## src/rtl/opb_simulink2ppc_bank.sv

```systemverilog
// opb_simulink2ppc_bank: OPB slave exposing C_NUM_REGS captured 32-bit fabric words as a
// read-only bank. All channels load together on one user_valid strobe, so a set of reads
// sees a coherent sample. CTRL (0x80) holds a freeze bit, COUNT (0x84) counts captures.
// Optional feature macro: OPB_S2P_OVERRUN_EN adds a sticky W1C overrun flag at CTRL bit 30.
module opb_simulink2ppc_bank #(
  parameter logic [31:0] C_BASEADDR   = 32'h0108_0000,
  parameter logic [31:0] C_HIGHADDR   = 32'h0108_00FF,
  parameter int unsigned C_OPB_AWIDTH = 32,
  parameter int unsigned C_OPB_DWIDTH = 32,
  parameter int unsigned C_NUM_REGS   = 8,
  parameter string       C_FAMILY     = "virtex5"
) (
  input  logic                      OPB_Clk,
  input  logic                      OPB_Rst,
  output logic [0:C_OPB_DWIDTH-1]   Sl_DBus,
  output logic                      Sl_errAck,
  output logic                      Sl_retry,
  output logic                      Sl_toutSup,
  output logic                      Sl_xferAck,
  input  logic [0:C_OPB_AWIDTH-1]   OPB_ABus,
  input  logic [0:3]                OPB_BE,
  input  logic [0:C_OPB_DWIDTH-1]   OPB_DBus,
  input  logic                      OPB_RNW,
  input  logic                      OPB_select,
  input  logic                      OPB_seqAddr,
  input  logic [C_NUM_REGS*32-1:0]  user_data_in,
  input  logic                      user_valid
);

  localparam string unused_family = C_FAMILY;

  typedef enum logic [1:0] {StIdle, StAck, StHold} state_e;

  state_e      state_q;
  logic        ack_q;
  logic [31:0] dbus_q;
  logic        wr_ctrl_q, wr_count_q, wr_freeze_q;

  logic [31:0] shadow_q [C_NUM_REGS];
  logic [31:0] shadow_d [C_NUM_REGS];
  logic [31:0] count_q, count_d;
  logic        freeze_q, freeze_d;

  logic [31:0] abus, wdata, offset, word_idx, ctrl_word, rd_data;
  logic        hit, sel_shadow, sel_ctrl, sel_count, accept;

  assign abus     = OPB_ABus;
  assign wdata    = OPB_DBus;
  assign offset   = abus - C_BASEADDR;
  assign word_idx = {2'b00, offset[31:2]};

  assign hit        = (abus >= C_BASEADDR) && (abus <= C_HIGHADDR);
  assign sel_shadow = word_idx < C_NUM_REGS;
  assign sel_ctrl   = word_idx == 32'd32;
  assign sel_count  = word_idx == 32'd33;

`ifdef OPB_S2P_OVERRUN_EN
  logic overrun_q, overrun_d, wr_ovr_clr_q;
  logic unused_sigs;
  assign unused_sigs = ^{OPB_seqAddr, OPB_BE[0:2], offset[1:0], wdata[31:2]};
  assign ctrl_word   = {30'd0, overrun_q, freeze_q};
`else
  logic unused_sigs;
  assign unused_sigs = ^{OPB_seqAddr, OPB_BE[0:2], offset[1:0], wdata[31:1]};
  assign ctrl_word   = {31'd0, freeze_q};
`endif

  // Read mux, evaluated at the decode edge; unmapped in-window offsets read as zero.
  always_comb begin
    rd_data = '0;
    if (sel_shadow) begin
      for (int unsigned i = 0; i < C_NUM_REGS; i++) begin
        if (word_idx == i) rd_data = shadow_q[i];
      end
    end else if (sel_ctrl) begin
      rd_data = ctrl_word;
    end else if (sel_count) begin
      rd_data = count_q;
    end
  end

  // A request still present in the hold cycle is accepted, giving one ack every two cycles.
  assign accept = OPB_select && hit && ((state_q == StIdle) || (state_q == StHold));

  // Bus FSM with registered ack/data; write intent is latched at decode, applied after ACK.
  always_ff @(posedge OPB_Clk) begin
    if (OPB_Rst) begin
      state_q      <= StIdle;
      ack_q        <= 1'b0;
      dbus_q       <= '0;
      wr_ctrl_q    <= 1'b0;
      wr_count_q   <= 1'b0;
      wr_freeze_q  <= 1'b0;
`ifdef OPB_S2P_OVERRUN_EN
      wr_ovr_clr_q <= 1'b0;
`endif
    end else begin
      ack_q       <= 1'b0;
      dbus_q      <= '0;
      wr_ctrl_q   <= 1'b0;
      wr_count_q  <= 1'b0;
      wr_freeze_q <= 1'b0;
`ifdef OPB_S2P_OVERRUN_EN
      wr_ovr_clr_q <= 1'b0;
`endif
      case (state_q)
        StIdle, StHold: begin
          if (accept) begin
            state_q     <= StAck;
            ack_q       <= 1'b1;
            dbus_q      <= OPB_RNW ? rd_data : 32'd0;
            wr_ctrl_q   <= !OPB_RNW && sel_ctrl && OPB_BE[3];
            wr_count_q  <= !OPB_RNW && sel_count;
            wr_freeze_q <= wdata[0];
`ifdef OPB_S2P_OVERRUN_EN
            wr_ovr_clr_q <= !OPB_RNW && sel_ctrl && OPB_BE[3] && wdata[1];
`endif
          end else begin
            state_q <= StIdle;
          end
        end
        StAck:   state_q <= StHold;
        default: state_q <= StIdle;
      endcase
    end
  end

  // Capture and register side effects; the capture sees freeze before a same-edge write.
  always_comb begin
    shadow_d = shadow_q;
    count_d  = count_q;
    freeze_d = freeze_q;
    if (user_valid && !freeze_q) begin
      for (int unsigned i = 0; i < C_NUM_REGS; i++) begin
        shadow_d[i] = user_data_in[32*i +: 32];
      end
      count_d = count_q + 32'd1;
    end
    // Clear beats a same-edge increment.
    if (wr_count_q) count_d = '0;
    if (wr_ctrl_q)  freeze_d = wr_freeze_q;
  end

`ifdef OPB_S2P_OVERRUN_EN
  // Sticky overrun: a same-edge set beats the W1C clear.
  always_comb begin
    overrun_d = overrun_q;
    if (wr_ovr_clr_q)            overrun_d = 1'b0;
    if (user_valid && freeze_q)  overrun_d = 1'b1;
  end

  // Overrun flag register.
  always_ff @(posedge OPB_Clk) begin
    if (OPB_Rst) overrun_q <= 1'b0;
    else         overrun_q <= overrun_d;
  end
`endif

  // Shadow bank, capture counter and freeze state.
  always_ff @(posedge OPB_Clk) begin
    if (OPB_Rst) begin
      shadow_q <= '{default: '0};
      count_q  <= '0;
      freeze_q <= 1'b0;
    end else begin
      shadow_q <= shadow_d;
      count_q  <= count_d;
      freeze_q <= freeze_d;
    end
  end

  assign Sl_DBus    = dbus_q;
  assign Sl_xferAck = ack_q;
  assign Sl_errAck  = 1'b0;
  assign Sl_retry   = 1'b0;
  assign Sl_toutSup = 1'b0;

endmodule
```

## config.mk

```make
export PLATFORM = sky130hd
export DESIGN_NAME = opb_simulink2ppc_bank
export DESIGN_NICKNAME = d
export VERILOG_FILES = /design/src/rtl/opb_simulink2ppc_bank.sv
export SDC_FILE = /design/constraint.sdc
export NUM_CORES = 1
export LEC_CHECK = 0
export ABC_AREA = 1
export CORE_MARGIN = 2
export CORE_UTILIZATION = 30
export CTS_CLUSTER_DIAMETER = 150
export CTS_CLUSTER_SIZE = 8
export DETAILED_ROUTE_END_ITERATION = 10
export GPL_TIMING_DRIVEN = 1
export PLACE_DENSITY = 0.62
export SYNTH_ARGS = -nofsm -noshare
export SYNTH_HDL_FRONTEND = slang
export SYNTH_SLANG_ARGS = --single-unit
```

## constraint.sdc

```tcl
create_clock -name OPB_Clk -period 2.1 [get_ports OPB_Clk]
set_clock_uncertainty 0.1 [all_clocks]
set_input_delay 0.21 -clock OPB_Clk [delete_from_list [all_inputs] [get_ports OPB_Clk]]
set_output_delay 0.21 -clock OPB_Clk [all_outputs]
set_load 0.1 [all_outputs]
```

# == After elaboration in Yosys (flattened, before gate mapping) ==
# Index checks and enable logic that the tools add are counted.
# word_totals
register_bits,327
input_bits,330
output_inout_bits,36
word_cells,66
# op_classes
n_addsub,2
magnitude_cmp,3
n_eq_ne,11
n_mux,14
n_bitwise,3
reduce_logical,17
# op_table
operator,count
$mux W32,11
$eq A30 B3 Y1 const B,4
$eq A30 B2 Y1 const B,2
$eq A30 B6 Y1 const B,2
$add A32 B1 Y32 const B,1
$ge A32 B25 Y1 const B,1
$le A32 B25 Y1 const B,1
$logic_not A32 Y1,1
$sub A32 B25 Y32 const B,1
$eq A30 B1 Y1 const B,1
$lt A30 B4 Y1 const B,1
$logic_and A1 B1 Y1,7
$reduce_or A2 Y1,3
$pmux W2 S2,1
$reduce_or A4 Y1,1
$not A1 Y1,3
$reduce_or A3 Y1,1
$eq A2 B1 Y1 const B,1
$eq A2 B2 Y1 const B,1
$logic_not A1 Y1,2
$logic_not A2 Y1,1
$mux W1,2
$logic_or A1 B1 Y1,1

# == Logic depth before layout (Yosys ltp) ==
# depth
word_depth,11
mapped_depth,24
mapped_depth_nobuf,23

# == Worst setup path before layout ==
# OpenSTA, ideal clock, no wires.
# synth_path
kind,input to register
from,input OPB_ABus[12] (netlist name)
to,"register dbus_q[16], in the netlist Sl_DBus[15]"
setup_ns,0.135
t_arrival_ns,1.964
required_ns,1.865
path_slack_ns,-0.100
stages,19
path_buffers,1
cell_sequence,inv_1 > ha_1 > nand2_1 > nor2_1 > nand2_1 > nor2_2 > nand2_2 > a21oi_4 > nand2_4 > clkbuf_2 > or2_0 > nand2_1 > nand2_1 > nand2_1 > nand2_1 > nand2_1 > nand2_1 > nand2_1 > a21oi_2
# synth_between
elab_chain_cells,11
word_cells_on_any_way,30
classes_between,add/sub (1); order compare (3); eq/ne (9); mux (11); bitwise (1); reduce/logical (5)
# synth_rtl
element,line,rtl
"start, declared",20,"input logic [0:C_OPB_AWIDTH-1] OPB_ABus,"
$sub A32 B25 Y32,49,assign offset = abus - C_BASEADDR;
$logic_not A32 Y1,73,if (word_idx == i) rd_data = shadow_q[i];
$mux W32 (8 in series),73,
$mux W32,71,if (sel_shadow) begin
"end signal, assigned",111,dbus_q <= OPB_RNW ? rd_data : 32'd0;
"end, declared",36,logic [31:0] dbus_q;
# Parallel ways exist; a longest one is shown, timed or not.
# A chain may end at the register's enable or synchronous reset.

# == Worst setup path after layout ==
# layout_path
from,register count_q[0]
to,register count_q[21]
# layout_between
elab_chain_cells,1
# layout_rtl
element,line,rtl
"start, declared",41,"logic [31:0] count_q, count_d;"
"start signal, assigned",167,count_q <= count_d;
$add A32 B1 Y32,137,count_d = count_q + 32'd1;
# No other way between the ends.

==> impl_metrics.xml <==
<?xml version="1.0" encoding="UTF-8"?>
<metrics>
  <group name="outcome">
    <metric name="run_status" unit="">finished with violations</metric>
    <metric name="failed_checks" unit="">negative setup slack</metric>
  </group>
  <group name="place">
    <metric name="port-buffer-count" unit="">327</metric>
    <metric name="dpl.hpwl" unit="mm">45.5</metric>
    <metric name="dpl_worst_slack" unit="ps">-1420</metric>
    <metric name="gp_congestion" unit="">0.901</metric>
  </group>
  <group name="critical_path">
    <metric name="worstRegToRegCells" unit="">15</metric>
    <metric name="worstSetupEndpointType" unit="">register</metric>
    <metric name="setup.reg_to_reg.worst_slack" unit="ps">-120</metric>
    <metric name="critical_path.cell_chain" unit="">nand3_4 &gt; nor2_4 &gt; nand4_1 &gt; nor2_2 &gt; nand2_2 &gt; nor2_4 &gt; nand2_2 &gt; nor3_4 &gt; nand2_2 &gt; nor2_4 &gt; buf_4 &gt; buf_4 &gt; nand2_1 &gt; nand2_1 &gt; a21oi_1</metric>
    <metric name="worst-path-max-fanout" unit="">3</metric>
    <metric name="r2r-start" unit="">count_q[0]$_SDFFE_PP0P_</metric>
    <metric name="worst_path_max_delay_cell" unit="">sky130_fd_sc_hd__dfxtp_4</metric>
    <metric name="timing.critical_path.depth" unit="">15</metric>
    <metric name="worst_setup_path_start_kind" unit="">register</metric>
    <metric name="worst-endpoint-arrival" unit="ps">2570</metric>
    <metric name="worst_setup_path_category" unit="">register to register</metric>
    <metric name="critPathTopFamily" unit="">simple AND/OR/NAND/NOR gates</metric>
    <metric name="worstReg2RegEnd" unit="">count_q[21]$_SDFFE_PP0P_</metric>
    <metric name="critical_path_required" unit="ps">2450</metric>
    <metric name="slowest_delay" unit="ps">380</metric>
    <metric name="critPathBufInv" unit="">2</metric>
  </group>
  <group name="clock_network">
    <metric name="clkSlewWorstSetupHoldPaths" unit="ps">50</metric>
    <metric name="tritoncts_num_sinks" unit="">326</metric>
    <metric name="cts_buffer_depth" unit="">3</metric>
    <metric name="cts_root_buf" unit="">sky130_fd_sc_hd__clkbuf_16</metric>
    <metric name="clock_tree.htree_level_count" unit="">2</metric>
    <metric name="holdBufCountCts" unit="">0</metric>
    <metric name="cts-buffers-inserted" unit="">46</metric>
    <metric name="cts_tree" unit="">done</metric>
    <metric name="clk_latency_worst_skew_pair" unit="ps">570</metric>
  </group>
  <group name="power">
    <metric name="fin_total_pwr" unit="mW">15.1</metric>
    <metric name="pwr_density_cell" unit="mW/mm2">617</metric>
    <metric name="p_leak" unit="nW">10.5</metric>
    <metric name="vdd.ir_drop.worst" unit="V">0.000570</metric>
  </group>
  <group name="timing">
    <metric name="report.final.hold_viol_count" unit="">0</metric>
    <metric name="worst_slew_margin_rel" unit="%">48.2</metric>
    <metric name="timing_max_transition_violations_final" unit="">0</metric>
    <metric name="fin_setup_tns" unit="ps">-1230</metric>
    <metric name="layout_worst_path_cycle_share" unit="%">106</metric>
    <metric name="setup_viol_count_final" unit="">23</metric>
    <metric name="rsz0062_at_grt" unit="">true</metric>
    <metric name="fin_worst_hold_slack" unit="ps">82.5</metric>
    <metric name="post-route-min-period" unit="ps">2220</metric>
    <metric name="max_freq" unit="GHz">0.450</metric>
    <metric name="tightest_slew" unit="ps">777</metric>
    <metric name="fin_ws" unit="ps">-121</metric>
  </group>
  <group name="global_route">
    <metric name="globalRouteMet1Util" unit="%">30.0</metric>
    <metric name="antenna_found_initial" unit="">2</metric>
    <metric name="leftover_overflow_at_the_end_of_global_routing" unit="">0</metric>
    <metric name="groute.layer.met2.usage" unit="%">36.4</metric>
    <metric name="globalRouteMet3Util" unit="%">4.49</metric>
    <metric name="wire_length_of_the_first_global_routing_pass" unit="mm">94.0</metric>
    <metric name="grt_start_max_net_pins" unit="">176</metric>
    <metric name="grt_pass1_vias" unit="">16700</metric>
    <metric name="grt_most_used_layer" unit="">met2</metric>
    <metric name="globalRouteTotalUtil" unit="%">22.7</metric>
  </group>
  <group name="routing">
    <metric name="vias_after_detailed_routing" unit="">17100</metric>
    <metric name="antenna_violating_nets_post_route" unit="">0</metric>
    <metric name="vias_per_cell" unit="">4.90</metric>
    <metric name="remaining_drc_errors" unit="">0</metric>
    <metric name="drt_pre_antenna_iters" unit="">5</metric>
    <metric name="routedWlPerCell" unit="um">18.5</metric>
    <metric name="drtIter0Drc" unit="">1300</metric>
    <metric name="post_detailed_routing_wire_length" unit="mm">64.3</metric>
  </group>
  <group name="layout">
    <metric name="multi_input_comb_area" unit="mm2">0.00855</metric>
    <metric name="num-nets-final" unit="">3135</metric>
    <metric name="n_antenna_cell" unit="">0</metric>
    <metric name="drive_above_1_share" unit="%">26.6</metric>
    <metric name="area.growth.synth_to_final" unit="%">55.8</metric>
    <metric name="fill_cells" unit="">4987</metric>
    <metric name="sequential_cell_area" unit="mm2">0.00654</metric>
  </group>
  <group name="yosys">
    <metric name="post_synth_top_area_cell" unit="">sky130_fd_sc_hd__dfxtp_1</metric>
    <metric name="synth_ff_type" unit="">sky130_fd_sc_hd__dfxtp_1</metric>
    <metric name="number_of_enable_flip_flop_cells_after_synthesis" unit="">0</metric>
    <metric name="synth.top_cell.area_share" unit="%">41.7</metric>
    <metric name="postSynthRegisterBits" unit="">326</metric>
    <metric name="yosysUniqueCellTypes" unit="">52</metric>
    <metric name="synthArstFlopShare" unit="%">0</metric>
    <metric name="synthCells" unit="">2272</metric>
    <metric name="ys_top_cells_by_area" unit="">sky130_fd_sc_hd__dfxtp_1 42%, sky130_fd_sc_hd__nand2_1 9.9%, sky130_fd_sc_hd__o21ai_0 9.5%</metric>
    <metric name="syn_avg_cell_area" unit="um2">6.89</metric>
    <metric name="ys_seq_area_share" unit="%">41.7</metric>
    <metric name="synthTopCellsByCount" unit="">414 x sky130_fd_sc_hd__nand2_1, 326 x sky130_fd_sc_hd__dfxtp_1, 309 x sky130_fd_sc_hd__nor2_1</metric>
    <metric name="yosys_warnings" unit="">0</metric>
    <metric name="syn-cell-area" unit="mm2">0.0157</metric>
    <metric name="synthMostInstantiatedCell" unit="">sky130_fd_sc_hd__nand2_1</metric>
  </group>
  <group name="min_path">
    <metric name="worst_hold_path.endpoint" unit="">wr_freeze_q$_SDFF_PP0_</metric>
    <metric name="min_delay_path_depth" unit="">3</metric>
    <metric name="worst_hold_path_class" unit="">input pin to register</metric>
    <metric name="worst_hold_startpoint" unit="">OPB_DBus[31]</metric>
  </group>
  <group name="die">
    <metric name="placeableCoreArea" unit="mm2">0.0514</metric>
    <metric name="initial_cell_density_of_the_core" unit="%">30.5</metric>
    <metric name="io_pins" unit="">366</metric>
    <metric name="dieArea" unit="mm2">0.0540</metric>
    <metric name="die_height" unit="um">232</metric>
    <metric name="std_cell_rows" unit="">83</metric>
    <metric name="chipWidth" unit="um">232</metric>
  </group>
  <group name="job">
    <metric name="drv_cap" unit="">0</metric>
  </group>
</metrics>
[state kept, by name (all words and copies together), names as in the netlist]
signal       flops
Sl_xferAck       1
count_q         32
shadow_q       256
state_q          1
Sl_DBus         32
wr_ctrl_q        1
freeze_q         1
wr_freeze_q      1
wr_count_q       1
[per-layer routing]
| layer | routed length [um] | share of wire (%) | vias up |
|---|---|---|---|
| li1 | - | - | 8341 |
| met1 | 28500 | 44 | 8006 |
| met2 | 29100 | 45 | 584 |
| met3 | 4280 | 6.7 | 137 |
| met4 | 2460 | 3.8 | 4 |
| met5 | 30 | 0.047 | - |
[through the flow]
step           area, um2  util, %  std cells
2_1_floorplan      15700        -       2274
3_3_place_gp       20600     40.0       3309
3_5_place_dp       20600     40.0       3309
4_1_cts            23500     45.7       3468
5_1_grt            24400     47.4       3483
6_report           24400     47.4       3483
[layout by cell type (no fill, tap or decap), types with 12 or more instances in the layout]
cell / instances
sky130_fd_sc_hd__a21oi_1: 229
sky130_fd_sc_hd__a21oi_2: 37
sky130_fd_sc_hd__buf_12: 31
sky130_fd_sc_hd__buf_4: 248
sky130_fd_sc_hd__buf_6: 41
sky130_fd_sc_hd__buf_8: 12
sky130_fd_sc_hd__clkbuf_16: 53
sky130_fd_sc_hd__clkbuf_2: 13
sky130_fd_sc_hd__clkdlybuf4s50_1: 266
sky130_fd_sc_hd__dfxtp_1: 321
sky130_fd_sc_hd__inv_1: 225
sky130_fd_sc_hd__nand2_1: 263
sky130_fd_sc_hd__nand2_2: 132
sky130_fd_sc_hd__nand2_4: 27
sky130_fd_sc_hd__nand3_1: 37
sky130_fd_sc_hd__nand3_2: 31
sky130_fd_sc_hd__nand3_4: 13
sky130_fd_sc_hd__nand3b_1: 31
sky130_fd_sc_hd__nand4_1: 41
sky130_fd_sc_hd__nor2_1: 284
sky130_fd_sc_hd__nor2_2: 17
sky130_fd_sc_hd__nor2_4: 20
sky130_fd_sc_hd__o21ai_0: 290
sky130_fd_sc_hd__or2_0: 21
[kinds of logic (layout without fill, tap and decap cells)]
| family | Yosys count | count (layout) | share of synthesized area [%] |
|---|---|---|---|
| AOI/OAI and AO/OA | 573 | 573 | 18.8 |
| xor gates and xnor gates | 6 | 6 | 0.336 |
| adders and majority gates | 3 | 3 | 0.240 |
| buffers and inverters | 399 | 928 | 11.7 |
| DFF | 326 | 326 | 41.7 |
| other | 1 | 3 | 0.0240 |
| and+or+nand+nor | 964 | 964 | 27.3 |
[where the power goes]
part	total, mW	switching (mW)	internal (mW)
sequential	6.71	0.149	6.56
clock	6.59	2.66	3.93
combinational	1.75	0.882	0.869
[worst max-delay path by stage]
| stage | end | from |
|---|---|---|
| after floorplan | Sl_DBus[15]$_SDFF_PP0_ | OPB_ABus[12] |
| after global placement | Sl_DBus[21]$_SDFF_PP0_ | OPB_ABus[12] |
| after detailed placement | Sl_DBus[21]$_SDFF_PP0_ | OPB_ABus[12] |
| after CTS | count_q[27]$_SDFFE_PP0P_ | count_q[6]$_SDFFE_PP0P_ |
| after global routing | count_q[25]$_SDFFE_PP0P_ | count_q[0]$_SDFFE_PP0P_ |
| final | count_q[21]$_SDFFE_PP0P_ | count_q[0]$_SDFFE_PP0P_ |
[cell type report]
cell class,instances,share of cell area (%)
flip-flops and latches,326,26.8
clock inverters,1,0.0359
well taps,680,3.49
clock buffers,48,4.88
inverters,242,3.85
repair buffers,637,25.9
multi-input cells,1549,35.0
[repair_timing]
action,CTS,global route
pin swaps,100,194
cloned,11,6
buffers inserted,99,29
resized for setup,260,260
setup endpoints to repair,46,55
[worst register-to-register path, cell delays in order, from the launching register on]
cell                      delay (ps)
sky130_fd_sc_hd__dfxtp_4         380
sky130_fd_sc_hd__nand3_4          90
sky130_fd_sc_hd__nor2_4          130
sky130_fd_sc_hd__nand4_1         180
sky130_fd_sc_hd__nor2_2          170
sky130_fd_sc_hd__nand2_2         100
sky130_fd_sc_hd__nor2_4          130
sky130_fd_sc_hd__nand2_2          80
sky130_fd_sc_hd__nor3_4          150
sky130_fd_sc_hd__nand2_2         100
sky130_fd_sc_hd__nor2_4          110
sky130_fd_sc_hd__buf_4           120
sky130_fd_sc_hd__buf_4           110
sky130_fd_sc_hd__nand2_1          50
sky130_fd_sc_hd__nand2_1          70
sky130_fd_sc_hd__a21oi_1          40
(Power assumes the default switching activity.)
